$ cat config.mk
export PLATFORM = sky130hd
export DESIGN_NAME = triangle_fetch
export DESIGN_NICKNAME = d
export VERILOG_FILES = /design/src/rtl/tri_pkg.sv /design/src/rtl/rd_delay_line.sv /design/src/rtl/triangle_fetch.sv
export SDC_FILE = /design/constraint.sdc
export NUM_CORES = 1
export LEC_CHECK = 0
export ABC_AREA = 1
export CAP_MARGIN = 25
export CORE_MARGIN = 1
export CORE_UTILIZATION = 52
export DETAILED_ROUTE_END_ITERATION = 10
export HOLD_SLACK_MARGIN = 0.03
export PLACE_DENSITY = 0.82
export SYNTH_ARGS = -nofsm -noshare
export SYNTH_HDL_FRONTEND = slang
export SYNTH_SLANG_ARGS = --single-unit
$ cat constraint.sdc
create_clock -name clk_in -period 32.9 [get_ports clk_in]
set_input_delay 3.29 -clock clk_in [delete_from_list [all_inputs] [get_ports clk_in]]
set_output_delay 3.29 -clock clk_in [all_outputs]
set_load 0.01 [all_outputs]
$ cat src/rtl/tri_pkg.sv
// tri_pkg: shared triangle types and fetch constants for triangle_fetch and pixel_shader
package tri_pkg;
  localparam int WORDS_PER_VERT = 4;
  localparam int VERTS = 3;
  localparam int WORDS_PER_TRI = WORDS_PER_VERT * VERTS;
  typedef logic [3:0][2:0][31:0] triangle_t;
  typedef enum logic [1:0] {S_IDLE, S_FETCH, S_ISSUE, S_WAIT} fetch_state_t;
  typedef struct packed {
    logic       valid;
    logic [1:0] w;
    logic [1:0] v;
  } rd_tag_t;
endpackage

$ cat src/rtl/rd_delay_line.sv
// rd_delay_line: DEPTH-stage shift of read tags, aligning each tag with its BRAM return
//  clk_in/rst_in : clock, async active-high reset (clears all stages)
//  tag_in        : tag for the address presented this cycle
//  tag_out       : tag matching mem data arriving this cycle
module rd_delay_line
  import tri_pkg::*;
#(
  parameter int DEPTH = 2
) (
  input  logic    clk_in,
  input  logic    rst_in,
  input  rd_tag_t tag_in,
  output rd_tag_t tag_out
);
  rd_tag_t [DEPTH-1:0] sr_q, sr_d;
  always_comb begin
    sr_d[0] = tag_in;
    for (int i = 1; i < DEPTH; i++) sr_d[i] = sr_q[i-1];
  end
  always_ff @(posedge clk_in or posedge rst_in)
    if (rst_in) sr_q <= '0;
    else sr_q <= sr_d;
  assign tag_out = sr_q[DEPTH-1];
endmodule

$ cat src/rtl/triangle_fetch.sv
// triangle_fetch: reads 12-word triangles from BRAM and hands them one at a time to the shader
//  clk_in/rst_in    : clock, async active-high reset
//  start_in         : begin a frame of num_tris_in triangles at base_addr_in (ignored while busy)
//  mem_addr_out     : BRAM read address; mem_data_in returns MEM_LATENCY cycles later
//  triangle_out     : assembled triangle [w][v]; tri_valid_out pulses once per triangle
//  shader_done_in   : shader consumed the current triangle (only honoured while waiting)
//  busy_out/done_out: frame in progress / one-cycle frame-complete pulse
module triangle_fetch
  import tri_pkg::*;
#(
  parameter int ADDR_W      = 12,
  parameter int MEM_LATENCY = 2,
  parameter int MAX_TRIS_W  = 10
) (
  input  logic                  clk_in,
  input  logic                  rst_in,
  input  logic                  start_in,
  input  logic [ADDR_W-1:0]     base_addr_in,
  input  logic [MAX_TRIS_W-1:0] num_tris_in,
  output logic [ADDR_W-1:0]     mem_addr_out,
  input  logic [31:0]           mem_data_in,
  output triangle_t             triangle_out,
  output logic                  tri_valid_out,
  input  logic                  shader_done_in,
  output logic                  busy_out,
  output logic                  done_out
);
  localparam logic [3:0] NWORDS = 4'(WORDS_PER_TRI);
  localparam logic [3:0] LAST_WORD = 4'(WORDS_PER_TRI - 1);
  fetch_state_t state_q, state_d;
  logic [ADDR_W-1:0] addr_q, addr_d;
  logic [MAX_TRIS_W-1:0] num_q, num_d, tri_idx_q, tri_idx_d;
  logic [3:0] iss_q, iss_d;
  triangle_t tri_q, tri_d;
  logic busy_q, busy_d, done_q, done_d;
  logic issuing;
  rd_tag_t tag_in, tag_out;
  rd_delay_line #(.DEPTH(MEM_LATENCY)) u_dly (
    .clk_in (clk_in),
    .rst_in (rst_in),
    .tag_in (tag_in),
    .tag_out(tag_out)
  );
  // Word k of a triangle sits at offset 4v+w, so w/v are just the low/high bit pairs of k.
  assign issuing = (state_q == S_FETCH) && (iss_q != NWORDS);
  assign tag_in  = '{valid: issuing, w: iss_q[1:0], v: iss_q[3:2]};
  always_comb begin
    state_d   = state_q;
    addr_d    = addr_q;
    num_d     = num_q;
    tri_idx_d = tri_idx_q;
    iss_d     = iss_q;
    tri_d     = tri_q;
    busy_d    = busy_q;
    done_d    = 1'b0;
    if (tag_out.valid) tri_d[tag_out.w][tag_out.v] = mem_data_in;
    case (state_q)
      S_IDLE:
        if (start_in) begin
          num_d     = num_tris_in;
          tri_idx_d = '0;
          iss_d     = '0;
          if (num_tris_in == '0) done_d = 1'b1;
          else begin
            addr_d  = base_addr_in;
            busy_d  = 1'b1;
            state_d = S_FETCH;
          end
        end
      S_FETCH: begin
        if (issuing) begin
          iss_d = iss_q + 4'd1;
          // Hold on the 12th address so the next triangle continues at +1.
          if (iss_q != LAST_WORD) addr_d = addr_q + 1'b1;
        end
        if (tag_out.valid && tag_out.w == 2'd3 && tag_out.v == 2'd2) state_d = S_ISSUE;
      end
      S_ISSUE: state_d = S_WAIT;
      S_WAIT:
        if (shader_done_in) begin
          tri_idx_d = tri_idx_q + 1'b1;
          if (tri_idx_d == num_q) begin
            busy_d  = 1'b0;
            done_d  = 1'b1;
            state_d = S_IDLE;
          end else begin
            iss_d   = '0;
            addr_d  = addr_q + 1'b1;
            state_d = S_FETCH;
          end
        end
      default: state_d = S_IDLE;
    endcase
  end
  always_ff @(posedge clk_in or posedge rst_in)
    if (rst_in) begin
      state_q   <= S_IDLE;
      addr_q    <= '0;
      num_q     <= '0;
      tri_idx_q <= '0;
      iss_q     <= '0;
      tri_q     <= '0;
      busy_q    <= 1'b0;
      done_q    <= 1'b0;
    end else begin
      state_q   <= state_d;
      addr_q    <= addr_d;
      num_q     <= num_d;
      tri_idx_q <= tri_idx_d;
      iss_q     <= iss_d;
      tri_q     <= tri_d;
      busy_q    <= busy_d;
      done_q    <= done_d;
    end
  assign mem_addr_out  = addr_q;
  assign triangle_out  = tri_q;
  assign tri_valid_out = (state_q == S_ISSUE);
  assign busy_out      = busy_q;
  assign done_out      = done_q;
endmodule
==> results.cfg, run 1 <==
[timing]
holdWs_ns = 0.3484
clock-skew-final_ns = 0.01997
rsz0062_at_grt = no
fin_crit_sh = 0.1918
worst_pin_slew_ns = 1.002
max_freq_mhz = 158.5
finalCriticalPeriod_ns = 6.311
timing_hold_violations_final = 0
setup_viol = 0
relSlewSlack = 0.3296
tns_ns = 0
drv_slew = 0

[status]
outcome = finished clean

[global_routing]
grtUsageTotal = 0.3276
first_global_vias = 14119
antenna_found_initial = 0
grt_pass1_wl_mm = 82.44
grt_max_degree = 131
grt_remaining_overflow = 0

[place]
place.gp.congestion = 0.8713
hpwlAfterDp_mm = 36.23
io_buffers = 456

[worst_setup_path]
r2r_start = state_q[0]
start_kind = primary input
critPathRequiredTime_ns = 33.45
cp.arrival_ns = 6.86
crit_type = in -> async
end_kind = asynchronous set/reset pin
cp-startpoint = rst_in
path_max_fanout = 130

[synthesis]
syn_area_per_cell_um2 = 9.696
ys_ff_latch = 434
syn-cell-area_um2 = 16540
syn_inst = 1706
synthesis.nets = 1773
ys_seq_area_frac = 0.6565
yosysWarningCount = 0
synth.distinct_cells = 32

[hold_path]
min_path_type = reg -> reg
hold_start = u_dly.sr_d[9]

[finish]
area_growth_pct = 38.81
final_util = 0.7429
drive_gt1_frac = 0.05501
diodes = 0
final_nets = 2177

[clock_tree]
holdBufCountCts = 0
clk_latency_ns = 0.54
clkTransAtPathRegs_ns = 0.06
post_cts_buffers = 0
cts_tree = yes
cts_htree_levels = 2
numCtsBuffers = 43
clockRootBuffer = clkbuf_16
cts_resized = 0
cts_max_path_buffers = 3
clock-sinks = 434

[pwr]
ir_drop_v = 0.00004923
power_mw = 1.750
power_density_nw_per_um2 = 76.22
power_leakage_nw = 10.50

[floorplan]
rows = 64
die_h_um = 180.4
die_w_um = 180.4
die-area_um2 = 32530
core-area_um2 = 30910
initial_core_util = 0.5352
io_pins = 457

[routing]
vias_per_cell = 5.562
first_pass_iters = 5
dr_total_vias = 14134
drtIter0Drc = 1175
wire_per_inst_um = 20.77
final_antenna_net_count = 0
drcViolationCount = 0
routed_wl_mm = 52.77

[flow_run]
cap_viol_max_count = 0
[worst paths after layout]
| kind | endpoint | slack (ns) | depth (start not counted) |
|---|---|---|---|
| worst max-delay path | triangle_out[181] | 26.59 | 6 |
| worst min-delay path | u_dly.tag_out[4] | 0.35 | 0 |
| worst max register to register | mem_addr_out[4] | 30.36 | 7 |
| worst min register to register | u_dly.tag_out[4] | 0.35 | 0 |
| max in group clk_in | tri_valid_out | 27.77 | 3 |
| min in group asynchronous | triangle_out[133] | 3.31 | 2 |
[cell families (layout without fill, tap and decap cells)]
| family | Yosys count | count (layout) | share of synthesized area |
|---|---|---|---|
| xor+xnor | 8 | 8 | 0.004235 |
| fa+ha+maj | 9 | 9 | 0.006807 |
| buf+inv | 199 | 638 | 0.04591 |
| simple gates | 630 | 630 | 0.1566 |
| compound gates | 426 | 426 | 0.1299 |
| flops | 434 | 434 | 0.6565 |
[area by class of cell]
cell class                      instances  area, µm²
Clock buffer                           63       1282
Clock inverter                         17      250.2
Timing Repair Buffer                  475       4785
Multi-Input combinational cell       1073       4970
Tap cell                              396      495.5
Sequential cell                       434      10860
Fill cell                            2089       7948
Inverter                               83      319.1
[state kept, by name, summed over array words and instances, names as in the netlist]
name and flops:
done_out 1, u_dly.sr_d 5, num_q 10, state_q 2
tri_idx_q 10, iss_q 4, mem_addr_out 12, u_dly.tag_out 5
triangle_out 384, busy_out 1
[Yosys cell counts]
library cell,instances,area [µm²]
dfrtp_1,434,10860
nand2_1,423,1588
o21ai_0,313,1567
nor2_1,126,473.0
clkbuf_1,112,420.4
a21oi_1,101,505.5
inv_1,81,304.0
nand3_1,34,170.2
nand4_1,23,143.9
ha_1,9,112.6
o22ai_1,7,43.79
nor3_1,5,25.02
nand2_2,4,25.02
nand3b_1,4,30.03
xnor2_1,4,35.03
xor2_1,4,35.03
a31oi_1,3,18.77
nor2_4,3,33.78
nand3_4,2,35.03
nor2_2,2,12.51
buf_1,1,3.750
buf_2,1,5.000
buf_4,1,7.510
buf_6,1,11.26
clkinv_1,1,3.750
inv_2,1,3.750
nand3_2,1,10.01
nor3_4,1,16.27
nor4_4,1,21.27
o21ai_1,1,5.000
o311a_1,1,10.01
or2_2,1,6.260
[layout by cell type (no fill, tap or decap), types with 5 or more instances in the layout]
| cell type | count |
|---|---|
| a21oi_1 | 101 |
| clkbuf_16 | 44 |
| bufinv_16 | 6 |
| nand3_2 | 6 |
| nand3_1 | 29 |
| buf_4 | 14 |
| dfrtp_1 | 434 |
| clkinv_2 | 9 |
| o22ai_1 | 7 |
| ha_1 | 9 |
| nand2_2 | 7 |
| o21ai_0 | 313 |
| inv_1 | 80 |
| clkbuf_1 | 8 |
| clkdlybuf4s50_1 | 456 |
| nor2_1 | 124 |
| nor3_1 | 5 |
| nand4_1 | 23 |
| nor2_4 | 5 |
| clkbuf_8 | 11 |
| nand2_1 | 420 |
[per-layer routing]
| metal | track usage | vias up | share of wire |
|---|---|---|---|
| met5 | 0 | - | 0 |
| met4 | 0.1891 | 0 | 0.063 |
| met3 | 0.06487 | 176 | 0.074 |
| met2 | 0.5374 | 648 | 0.48 |
| met1 | 0.4077 | 6950 | 0.38 |
| li1 | - | 6360 | - |
[per-stage QoR]
stage                     cells  setup slack, ns  cell area (µm²)
after floorplan            1706            17.52            16540
after global placement     2456            25.63            21310
after detailed placement   2458            25.53            21350
after CTS                  2538            26.07            22890
after global routing       2541            26.02            22960
final                      2541            26.59            22960
[worst max-delay path: stages]
cell             delay, ns
clkdlybuf4s50_1       0.49
inv_8                 0.59
buf_4                 0.36
buf_16                0.34
buf_4                 0.77
buf_4                 0.84
[where the power goes]
| part | total [mW] | internal [mW] | leakage (nW) | switching, mW |
|---|---|---|---|---|
| Clock | 0.524 | 0.318 | 0.762 | 0.205 |
| Sequential | 0.720 | 0.642 | 4.33 | 0.0781 |
| Combinational | 0.506 | 0.240 | 5.41 | 0.267 |
Note: power is estimated with default switching activity, not from simulation.
==> run 2, diff against run 1 <==
Settings changed: CORE_UTILIZATION 52 to 48, PLACE_DENSITY 0.82 to 0.76.
Clock period 32.9 ns to 5.9 ns, I/O delays scaled along.
==> run 2 against run 1 <==
Compared with the run above: design area down 0.52%; via count shrank 1.5%; worst hold slack got worse by 0.0066 ns; register-to-register slack worse by 27 ns; critical path depth shrank 1; power grew to 5.4 times the previous value; clock skew fell by 0.0029 ns; flip-flop and latch count is the same; count of clock-buffer cells in the layout rose by 2.
==> results.cfg, run 2 (synthesis results as in run 1) <==
[routing]
drcViolationCount = 0
wire_per_inst_um = 19.97
first_pass_iters = 5
vias_per_cell = 5.389
drtIter0Drc = 1087
final_antenna_net_count = 0
routed_wl_mm = 51.61
dr_total_vias = 13925

[floorplan]
io_pins = 457
rows = 67
initial_core_util = 0.4909
core-area_um2 = 33700
die_h_um = 187.6
die_w_um = 187.6
die-area_um2 = 35210

[timing]
clock-skew-final_ns = 0.01706
fin_crit_sh = 0.4194
timing_hold_violations_final = 0
max_freq_mhz = 404.2
finalCriticalPeriod_ns = 2.474
drv_slew = 0
setup_viol = 0
relSlewSlack = 0.2626
worst_pin_slew_ns = 1.106
rsz0062_at_grt = no

[flow_run]
cap_viol_max_count = 0

[hold_path]
min_to = u_dly.tag_out[1]
hold_depth = 0
hold_start = u_dly.sr_d[6]
min_path_type = reg -> reg

[global_routing]
grt_remaining_overflow = 0
first_global_vias = 13146
grt_pass1_wl_mm = 79.25
antenna_found_initial = 0
grt_max_degree = 196
grtUsageTotal = 0.2927

[place]
hpwlAfterDp_mm = 35.95
place.gp.congestion = 0.8720
placed_area_um2 = 21450
placedCellCount = 2510
io_buffers = 456

[finish]
layout_commonest_cell = clkdlybuf4s50_1
final_cell_mix = clkdlybuf4s50_1, dfrtp_1, nand2_1
final_util = 0.6778
area_growth_pct = 38.09
final_nets = 2175
fillers = 2673
final_design_area_no_fill_um2 = 22840
diodes = 0
drive_gt1_frac = 0.04916
fin_cells = 2584
largest_reg_flops = 384

[worst_setup_path]
start_kind = flop
cp.arrival_ns = 2.87
r2r_start = u_dly.tag_out[0]
critPathRequiredTime_ns = 6.30
end_kind = flop
ff2ff_path_depth = 5
r2r-end = triangle_out[100]
path_max_fanout = 40
ff2ff_setup_slack_ns = 3.43
crit_type = reg -> reg

[clock_tree]
cts_htree_levels = 2
cts_tree = yes
holdBufCountCts = 0
clk_latency_ns = 0.54
clockRootBuffer = clkbuf_16
cts_max_path_buffers = 3
post_cts_buffers = 0
cts_resized = 0
clkTransAtPathRegs_ns = 0.06
numCtsBuffers = 43
clock-sinks = 434

[pwr]
power_density_nw_per_um2 = 416.2
power_leakage_nw = 10.40
power_mw = 9.507
ir_drop_v = 0.0002365

[status]
outcome = finished clean
## run 2: critical path: stages (launching register included)
cell and delay (ns):
dfrtp_1 0.43, nor2_1 0.31, nand4_1 0.82, buf_4 0.57
nand2_1 0.11, o21ai_0 0.08
## run 2: worst max path at each step
| stage | start | endpoint | slack (ns) |
|---|---|---|---|
| floorplan | rst_in | busy_out | -0.55 |
| detailed placement | shader_done_in | mem_addr_out[7] | 3.24 |
| finish | u_dly.tag_out[0] | triangle_out[100] | 3.43 |
| CTS | u_dly.tag_out[4] | triangle_out[277] | 3.35 |
| global route | u_dly.tag_out[0] | triangle_out[97] | 3.18 |
| global placement | rst_in | triangle_out[142] | 3.28 |
## run 2: per-layer routing
layer | global-route usage | wire length (µm)
met5 | 0 | 0
met4 | 0.1329 | 2516
met3 | 0.05409 | 3647
met2 | 0.4890 | 25170
met1 | 0.3719 | 20280
## run 2: power by group
group | total (mW) | switching (mW) | internal (mW)
clock network | 2.69 | 1.12 | 1.57
registers | 3.99 | 0.412 | 3.58
logic | 2.82 | 1.48 | 1.34
## run 2: area by class of cell
cell class                      instances  area (µm²)  area share
Sequential cell                       434       10860      0.4754
Multi-Input combinational cell       1073        4970      0.2176
Timing Repair Buffer                  473        4762      0.2085
Clock buffer                           65        1270     0.05560
Tap cell                              448       560.5     0.02454
Inverter                               83       315.3     0.01380
Clock inverter                          8       105.1    0.004601
## run 2: through the flow
stage	setup slack [ns]	TNS [ns]	hold WS [ns]
after floorplan	-0.5513	-239.28	0.3312
after global placement	3.285	0	0.3332
after detailed placement	3.243	0	0.3347
after CTS	3.348	0	0.3390
after global routing	3.177	0	0.3662
final	3.426	0	0.3418
==> run 3, diff against run 2 <==
Settings changed: CORE_UTILIZATION 48 to 43, PLACE_DENSITY 0.76 to 0.72.
Clock period 5.9 ns to 2.05 ns, I/O delays scaled along.
==> run 3 against run 2 <==
Compared with the run above: die area rose by 11%; count of clock-buffer cells in the layout fell by 2; critical path depth is 6 higher; setup slack got worse by 3.3 ns; combinational power rose to 3.1 times the previous value; first-iteration DRC count down 34%; sequential share of layout area down 2.0 points; via count rose by 0.50%; critical path type unchanged; largest cell class unchanged.
==> results.cfg, run 3 (synthesis results as in run 1) <==
[global_routing]
antenna_found_initial = 0
first_global_vias = 13581
grtUsageTotal = 0.2668
grt_max_degree = 65
grt_use_met1 = 0.3364
grt_pass1_wl_mm = 79.58
use_met2 = 0.4363
grt_remaining_overflow = 0
busiest_layer = met2
met3_usage = 0.06251

[clock_tree]
numCtsBuffers = 45
clk_latency_ns = 0.57
clock-sinks = 434
cts_htree_levels = 2
clkTransAtPathRegs_ns = 0.06
clockRootBuffer = clkbuf_16
cts_tree = yes
cts_max_path_buffers = 3

[hold_path]
hold_start = num_tris_in[5]
min_path_type = in -> reg

[routing]
final_antenna_net_count = 0
dr_total_vias = 13995
drtIter0Drc = 715
vias_per_cell = 5.166
first_pass_iters = 5
routed_wl_mm = 52.70
drcViolationCount = 0
wire_per_inst_um = 19.45

[finish]
final_util = 0.6312
final_nets = 2233
diodes = 0
fillers = 3076
fin_cells = 2709
layout_commonest_cell = clkdlybuf4s50_1
drive_gt1_frac = 0.09054
final_design_area_no_fill_um2 = 23830
area_growth_pct = 44.06
largest_reg_flops = 384
final_cell_mix = clkdlybuf4s50_1, dfrtp_1, nand2_1

[pwr]
power_frac_seq = 0.402
p_sw_frac = 0.3172
p_int_mw = 19.53
combPwrFrac = 0.302
pwr-share-clk = 0.296
power_leakage_nw = 10.84
ir_drop_v = 0.0008195
power_density_nw_per_um2 = 1200
p_sw_mw = 9.072

[worst_setup_path]
r2r_start = tri_idx_q[0]
end_kind = flop
crit_type = reg -> reg
cp-startpoint = tri_idx_q[0]
cp.arrival_ns = 2.43
critPathRequiredTime_ns = 2.51
start_kind = flop
path_max_fanout = 5

[place]
placedCellCount = 2620
placed_area_um2 = 22050
hpwlAfterDp_mm = 37.59
place.gp.congestion = 0.8606
io_buffers = 456

[timing]
worst_pin_slew_ns = 0.6157
tns_ns = 0
max_freq_mhz = 507.3
fin_crit_sh = 0.9616
rsz0062_at_grt = yes
clock-skew-final_ns = 0.008378
timing_hold_violations_final = 0
setup_viol = 0
drv_slew = 0
finalCriticalPeriod_ns = 1.971
relSlewSlack = 0.5891

[floorplan]
die_w_um = 198.1
io_pins = 457
core-area_um2 = 37760
rows = 71
initial_core_util = 0.4381
die_h_um = 198.1
die-area_um2 = 39260

[status]
outcome = finished clean

[flow_run]
cap_viol_max_count = 0
==> run 3: changes by cell type in the layout (fill, tap and decap cells not counted), sizes merged <==
cell,delta
clkinv,+3
bufinv,+3
dlygate4sd2,+1
nand3,+4
buf,+51
clkbuf,-2
inv,+2
clkdlybuf4s50,-1
dlygate4sd3,+1
==> run 3: cell type report <==
cell class | instances | area (µm²) | area share
repair buffers | 525 | 5329 | 0.2236
clock inverters | 16 | 235.2 | 0.009871
multi-input cells | 1077 | 5156 | 0.2164
well taps | 511 | 639.4 | 0.02683
inverters | 83 | 315.3 | 0.01323
clock buffers | 63 | 1294 | 0.05429
flip-flops and latches | 434 | 10860 | 0.4558
==> run 3: power groups by stage <==
stage                     combinational [mW]  sequential, mW  clock [mW]
after floorplan                         3.06            12.1           0
after global placement                  8.21            11.5           0
after detailed placement                8.41            11.6           0
after CTS                               8.53            11.5        8.59
after global routing                    9.41            11.7        8.94
final                                   8.63            11.5        8.47
==> run 3: metal layers <==
metal | part of all wire | routed length, µm
met5 | 0 | 0
met3 | 0.078 | 4095
met4 | 0.050 | 2629
met2 | 0.47 | 25000
met1 | 0.40 | 20980
==> run 3: critical path: stages, from the launching register on <==
cell and delay [ns]:
dfrtp_1 0.40, ha_4 0.17, nand2_4 0.08, nor2_4 0.12, nand3_1 0.12, nand3b_1 0.15
nand2_2 0.09, nor3_4 0.21, buf_4 0.19, nand3_2 0.16, nand4_1 0.11, nand2_1 0.06
==> run 3: worst paths after layout <==
path	endpoint	slack, ns	cells past startpoint
min reg2reg	u_dly.tag_out[1]	0.35	0
max in group asynchronous	triangle_out[99]	0.70	5
max reg2reg	mem_addr_out[4]	0.08	11
min	num_q[5]	0.22	3
max	mem_addr_out[4]	0.08	11
min in group asynchronous	triangle_out[288]	0.56	3
==> run 3: what timing repair did <==
action	4_1_cts	5_1_grt
cloned	3	1
setup buffers	2	4
hold buffers	1	0
pin swaps	5	21
setup endpoints to repair	17	18
endpoints found under the hold margin	15	0
resized for setup	6	37
==> run 3: metrics by stage <==
stage	hold slack, ns	power, mW	setup WS (ns)
after detailed placement	0.3355	20.01	-0.04876
after floorplan	0.3312	15.18	-4.016
after global placement	0.3346	19.76	0.02482
after global routing	0.2276	30.06	-0.03765
after CTS	0.1952	28.59	-0.002144
final	0.2176	28.60	0.07872
